## src/rtl/register_pipe_en.sv

```systemverilog
// register_pipe_en: DEPTH-stage elastic pipeline register, WIDTH bits, valid/ready at both ends.
// Latency: DEPTH cycles from in_fire to out_valid on an empty pipe; 1 word/cycle throughput.
// Backpressure: combinational ready chain from out_ready to in_ready; bubbles collapse while stalled.
//
// Ports:
//   clk, rst (async active-high), flush (sync clear of all entries)
//   in_valid / in_data / in_ready    : upstream handshake
//   out_valid / out_data / out_ready : downstream handshake (last stage)
//   occupancy                        : registered count of entries held
//
// Optional feature macro REGISTER_PIPE_SKID_EN: adds an input skid register so in_ready
// becomes a flop, breaking the out_ready -> in_ready path; capacity grows to DEPTH+1.

module register_pipe_en #(
    parameter int WIDTH = 32,
    parameter int DEPTH = 2,
    localparam int CNT_W = $clog2(DEPTH + 2)
) (
    input  logic             clk,
    input  logic             rst,
    input  logic             flush,
    input  logic             in_valid,
    input  logic [WIDTH-1:0] in_data,
    output logic             in_ready,
    output logic             out_valid,
    output logic [WIDTH-1:0] out_data,
    input  logic             out_ready,
    output logic [CNT_W-1:0] occupancy
);

    logic [DEPTH-1:0]            v_q, v_d;
    logic [DEPTH-1:0]            ld;
    logic [DEPTH-1:0][WIDTH-1:0] d_q, d_d;
    logic [CNT_W-1:0]            occ_q, occ_d;
    logic                        in_fire, out_fire;
    logic                        s0_vld;
    logic [WIDTH-1:0]            s0_dat;

    // A stage may take a new word when it is empty or when its own word moves on
    // this cycle. Walking the chain from the output back to the input lets a word
    // slide into an empty successor even while the output stage is stalled.
    always_comb begin
        logic go;
        ld = '0;
        go = out_ready || !v_q[DEPTH-1];
        ld[DEPTH-1] = go;
        for (int i = DEPTH - 2; i >= 0; i--) begin
            go    = go || !v_q[i];
            ld[i] = go;
        end
    end

    assign out_fire  = v_q[DEPTH-1] && out_ready;
    assign out_valid = v_q[DEPTH-1];
    assign out_data  = d_q[DEPTH-1];
    assign occupancy = occ_q;

`ifdef REGISTER_PIPE_SKID_EN
    logic             skid_vld_q, skid_vld_d;
    logic [WIDTH-1:0] skid_dat_q, skid_dat_d;
    logic             in_rdy_q, in_rdy_d;

    // in_ready comes from a flop; flush and rst still gate it so no word is taken
    // in a flush cycle or while reset is held.
    assign in_ready = in_rdy_q && !flush && !rst;
    assign in_fire  = in_valid && in_ready;

    always_comb begin
        // The skid word is older than anything on in_data, so it feeds stage 0 first.
        s0_vld     = skid_vld_q || in_fire;
        s0_dat     = skid_vld_q ? skid_dat_q : in_data;
        skid_dat_d = skid_dat_q;
        if (flush) begin
            skid_vld_d = 1'b0;
        end else if (skid_vld_q) begin
            skid_vld_d = !ld[0];
        end else begin
            skid_vld_d = in_fire && !ld[0];
        end
        if (!skid_vld_q && in_fire && !ld[0]) begin
            skid_dat_d = in_data;
        end
        in_rdy_d = !skid_vld_d;
    end

    always_ff @(posedge clk or posedge rst) begin
        if (rst) begin
            skid_vld_q <= 1'b0;
            in_rdy_q   <= 1'b1;
        end else begin
            skid_vld_q <= skid_vld_d;
            in_rdy_q   <= in_rdy_d;
        end
    end

    always_ff @(posedge clk) begin
        skid_dat_q <= skid_dat_d;
    end
`else
    assign in_ready = ld[0] && !flush && !rst;
    assign in_fire  = in_valid && in_ready;
    assign s0_vld   = in_fire;
    assign s0_dat   = in_data;
`endif

    always_comb begin
        v_d = v_q;
        d_d = d_q;
        if (ld[0]) begin
            v_d[0] = s0_vld;
            d_d[0] = s0_dat;
        end
        for (int i = 1; i < DEPTH; i++) begin
            if (ld[i]) begin
                v_d[i] = v_q[i-1];
                d_d[i] = d_q[i-1];
            end
        end
        if (flush) begin
            v_d = '0;
        end
        occ_d = flush ? '0 : occ_q + CNT_W'(in_fire) - CNT_W'(out_fire);
    end

    always_ff @(posedge clk or posedge rst) begin
        if (rst) begin
            v_q   <= '0;
            occ_q <= '0;
        end else begin
            v_q   <= v_d;
            occ_q <= occ_d;
        end
    end

    // Only the output stage data is reset so out_data reads 0 during reset;
    // inner stage data is qualified by its valid bit and needs no reset.
    for (genvar i = 0; i < DEPTH; i++) begin : g_stage
        logic [WIDTH-1:0] dat_q;
        if (i == DEPTH - 1) begin : g_out
            always_ff @(posedge clk or posedge rst) begin
                if (rst) begin
                    dat_q <= '0;
                end else begin
                    dat_q <= d_d[i];
                end
            end
        end else begin : g_mid
            always_ff @(posedge clk) begin
                dat_q <= d_d[i];
            end
        end
        assign d_q[i] = dat_q;
    end

endmodule
```

## config.mk

```make
export PLATFORM = sky130hd
export DESIGN_NAME = register_pipe_en
export DESIGN_NICKNAME = d
export VERILOG_FILES = /design/src/rtl/register_pipe_en.sv
export SDC_FILE = /design/constraint.sdc
export NUM_CORES = 1
export LEC_CHECK = 0
export ABC_AREA = 1
export CORE_MARGIN = 4
export CORE_UTILIZATION = 46
export CTS_CLUSTER_DIAMETER = 100
export DETAILED_ROUTE_END_ITERATION = 6
export PLACE_DENSITY = 0.79
export SLEW_MARGIN = 20
export SYNTH_ARGS = -nofsm -noshare
export SYNTH_HDL_FRONTEND = slang
export SYNTH_SLANG_ARGS = --single-unit
export TNS_END_PERCENT = 20
```

## constraint.sdc

```tcl
create_clock -name clk -period 3.2 [get_ports clk]
set_input_delay 0.64 -clock clk [delete_from_list [all_inputs] [get_ports clk]]
set_output_delay 0.64 -clock clk [all_outputs]
set_load 0.01 [all_outputs]
```

==> results.txt <==
First-pass GRT wire length -> 7530 µm
First-pass DRT Iterations -> 4
CTS sink cnt -> 68
Mapped cell area -> 2420 µm²
Max stage delay on crit path -> 0.53 ns
Initial antenna violation count -> 0
Post-synthesis async set-or-reset flop share -> 0.529
Worst slew pin tran -> 0.577 ns
Syn_nets -> 238
Worst vdd ir -> 0.000470 V
WL/cell -> 13.1 µm
Number of port buffers -> 72
N_diodes -> 0
Die H -> 80.5 µm
DP Wirelength -> 3110 µm
Synth area leader -> edfxtp_1
Vias per cell -> 4.45
Most frequent cell after synthesis -> nand2_1
Final Wtd Congestion -> 0.743
Post-synth EDFFs -> 32
Worst-path clk slew -> 0.06 ns
Area contributors post-synth -> edfxtp_1, dfrtp_1, nand2_1, inv_1, buf_6
Flops & latches, synth -> 68
Post-synth top cells -> nand2_1, dfrtp_1, edfxtp_1
Syn avg cell area -> 12.1 µm²
Worst EP required -> 2.56 ns
Unrepaired setup endpoints after global routing -> no
Area Growth Syn to Fin -> 41.0%
Total wire length -> 4640 µm
Nets -> 318
Clock skew -> 0.00768 ns
GR Overflow Total -> 0
Max_cap viols -> 0
Largest net degree at the start of global routing -> 36
Num rows -> 26
Post-cts resize count -> 0
Die width -> 80.5 µm
Synth cell types -> 12
Critical path launch point type -> primary input
Final period utilization -> 0.798
Hold Path Class -> flip-flop to flip-flop
Final worst setup slack -> 0.646 ns
CP arrival -> 1.91 ns
Pins Over Slew Limit -> 0
Root Buffer -> clkbuf_8
Worst rel slew slack -> 0.613
Maximum clock rate -> 392 MHz
GRT Total Usage -> 0.159
Hold bufs inserted after CTS -> 0
Synthesis warning total -> 0
Hold WS -> 0.438 ns
Fraction of layout cells with a size suffix above 1 -> 0.0669
Critical path cell sequence -> clkdlybuf4s50_1, nor2_4, nand2_1, nand2_1, inv_1, clkdlybuf4s50_1
Slowest cell on crit path -> clkdlybuf4s50_1
Clk Latency, worst-skew pair -> 0.33 ns
Final hold vios -> 0
Status -> complete, no violations
Starting Density -> 0.473
Core area -> 5110 µm²
Seq/Total Area, Yosys -> 0.770
Number of routed nets with antenna violations -> 0
DRC viols -> 0
CP bufs+invs -> 3
Number of vias in the routed layout -> 1576
LEAKAGE -> 1.53 nW
Cells after Synth -> 199
CTS max path bufs -> 2
Critical path's top delay family -> buffers and inverters
Setup TNS -> 0 ns
Post-CTS Setup Bufs -> 0
Critical path class -> primary input to primary output
Yosys top cell area share -> 0.398
Largest fanout on the critical path -> 2
Setup violations, final -> 0
DIE AREA -> 6480 µm²
DR iter-0 viols -> 104
Htree depth -> 3
Post-synth top flop -> dfrtp_1
CTS tree -> built
Total CTS buffers -> 9
Pre-CTS setup slack -> 0.476 ns
Kind of end point of the critical path -> primary output
Final min period -> 2.55 ns
PwrDens -> 559 nW/µm²
# IOs -> 73
Vias in the first global route -> 1586
[layout by cell type, fill, tap and decap left out]
cell,n
a21oi_1,1
nand3_1,3
nor2_1,5
nor2_4,1
clkinv_1,1
clkbuf_1,2
inv_1,8
inv_2,1
dfrtp_1,36
nand2_1,103
clkdlybuf4s50_1,72
edfxtp_1,32
ha_1,2
buf_4,3
bufinv_16,1
clkbuf_8,13
[layer usage]
| metal | global-route usage | share of wire | vias to the layer above | wire, µm |
|---|---|---|---|---|
| met2 | 0.254 | 0.50 | 57 | 2320 |
| met4 | 0.0659 | 0.014 | 0 | 64 |
| met3 | 0.0527 | 0.080 | 8 | 372 |
| met1 | 0.199 | 0.41 | 725 | 1890 |
| met5 | 0 | 0 | - | 0 |
| li1 | - | - | 786 | - |
[sequential cells by signal (all words and copies together), names as in the netlist]
name / count
occupancy: 2
out_data: 32
v_q: 2
g_stage.dat_q: 32
[path summary, 6_finish.rpt]
path,start,endpoint,slack (ns),cells after the start
worst min-delay path,g_stage[0].dat_q[1],out_data[1],0.44,2
worst max register to register,v_q[1],occupancy[1],1.21,10
max in group asynchronous,rst,out_data[10],1.94,3
worst min register to register,g_stage[0].dat_q[1],out_data[1],0.44,2
min in group asynchronous,rst,out_data[4],0.63,2
worst max-delay path,out_ready,in_ready,0.65,6
[layout make-up]
class,count,area (µm²)
multi-input combinational,115,462
inverter,10,37.5
fill,405,1700
tap,70,87.6
clock buffer,15,186
sequential,68,1860
clock inverter,1,30.0
timing repair buffer,75,743
[tightest hold or removal path, delay by kind of cell (launching register included)]
family,cells,cell delay [ns]
AND/OR/NAND/NOR,2,0.09
flip-flops,1,0.32
[per-stage QoR]
stage | instances | utilization | cell area (µm²) | total power, mW
floorplan | 199 | - | 2420 | 1.07
global placement | 338 | 0.625 | 3190 | 1.18
detailed placement | 338 | 0.625 | 3190 | 1.19
CTS | 354 | 0.667 | 3410 | 1.92
global route | 354 | 0.667 | 3410 | 1.99
finish | 354 | 0.667 | 3410 | 1.91
[cell families after synthesis]
family	synth area share
adder cells (fa/ha/maj)	0.0104
AO/OA/AOI/OAI	0.00207
flip-flops	0.770
AND/OR/NAND/NOR	0.179
buffers and inverters	0.0388
[power breakdown]
group | switching (mW) | internal [mW]
clock network | 0.289 | 0.446
registers | 0.0232 | 0.970
logic | 0.0713 | 0.106
(Power assumes the default switching activity.)
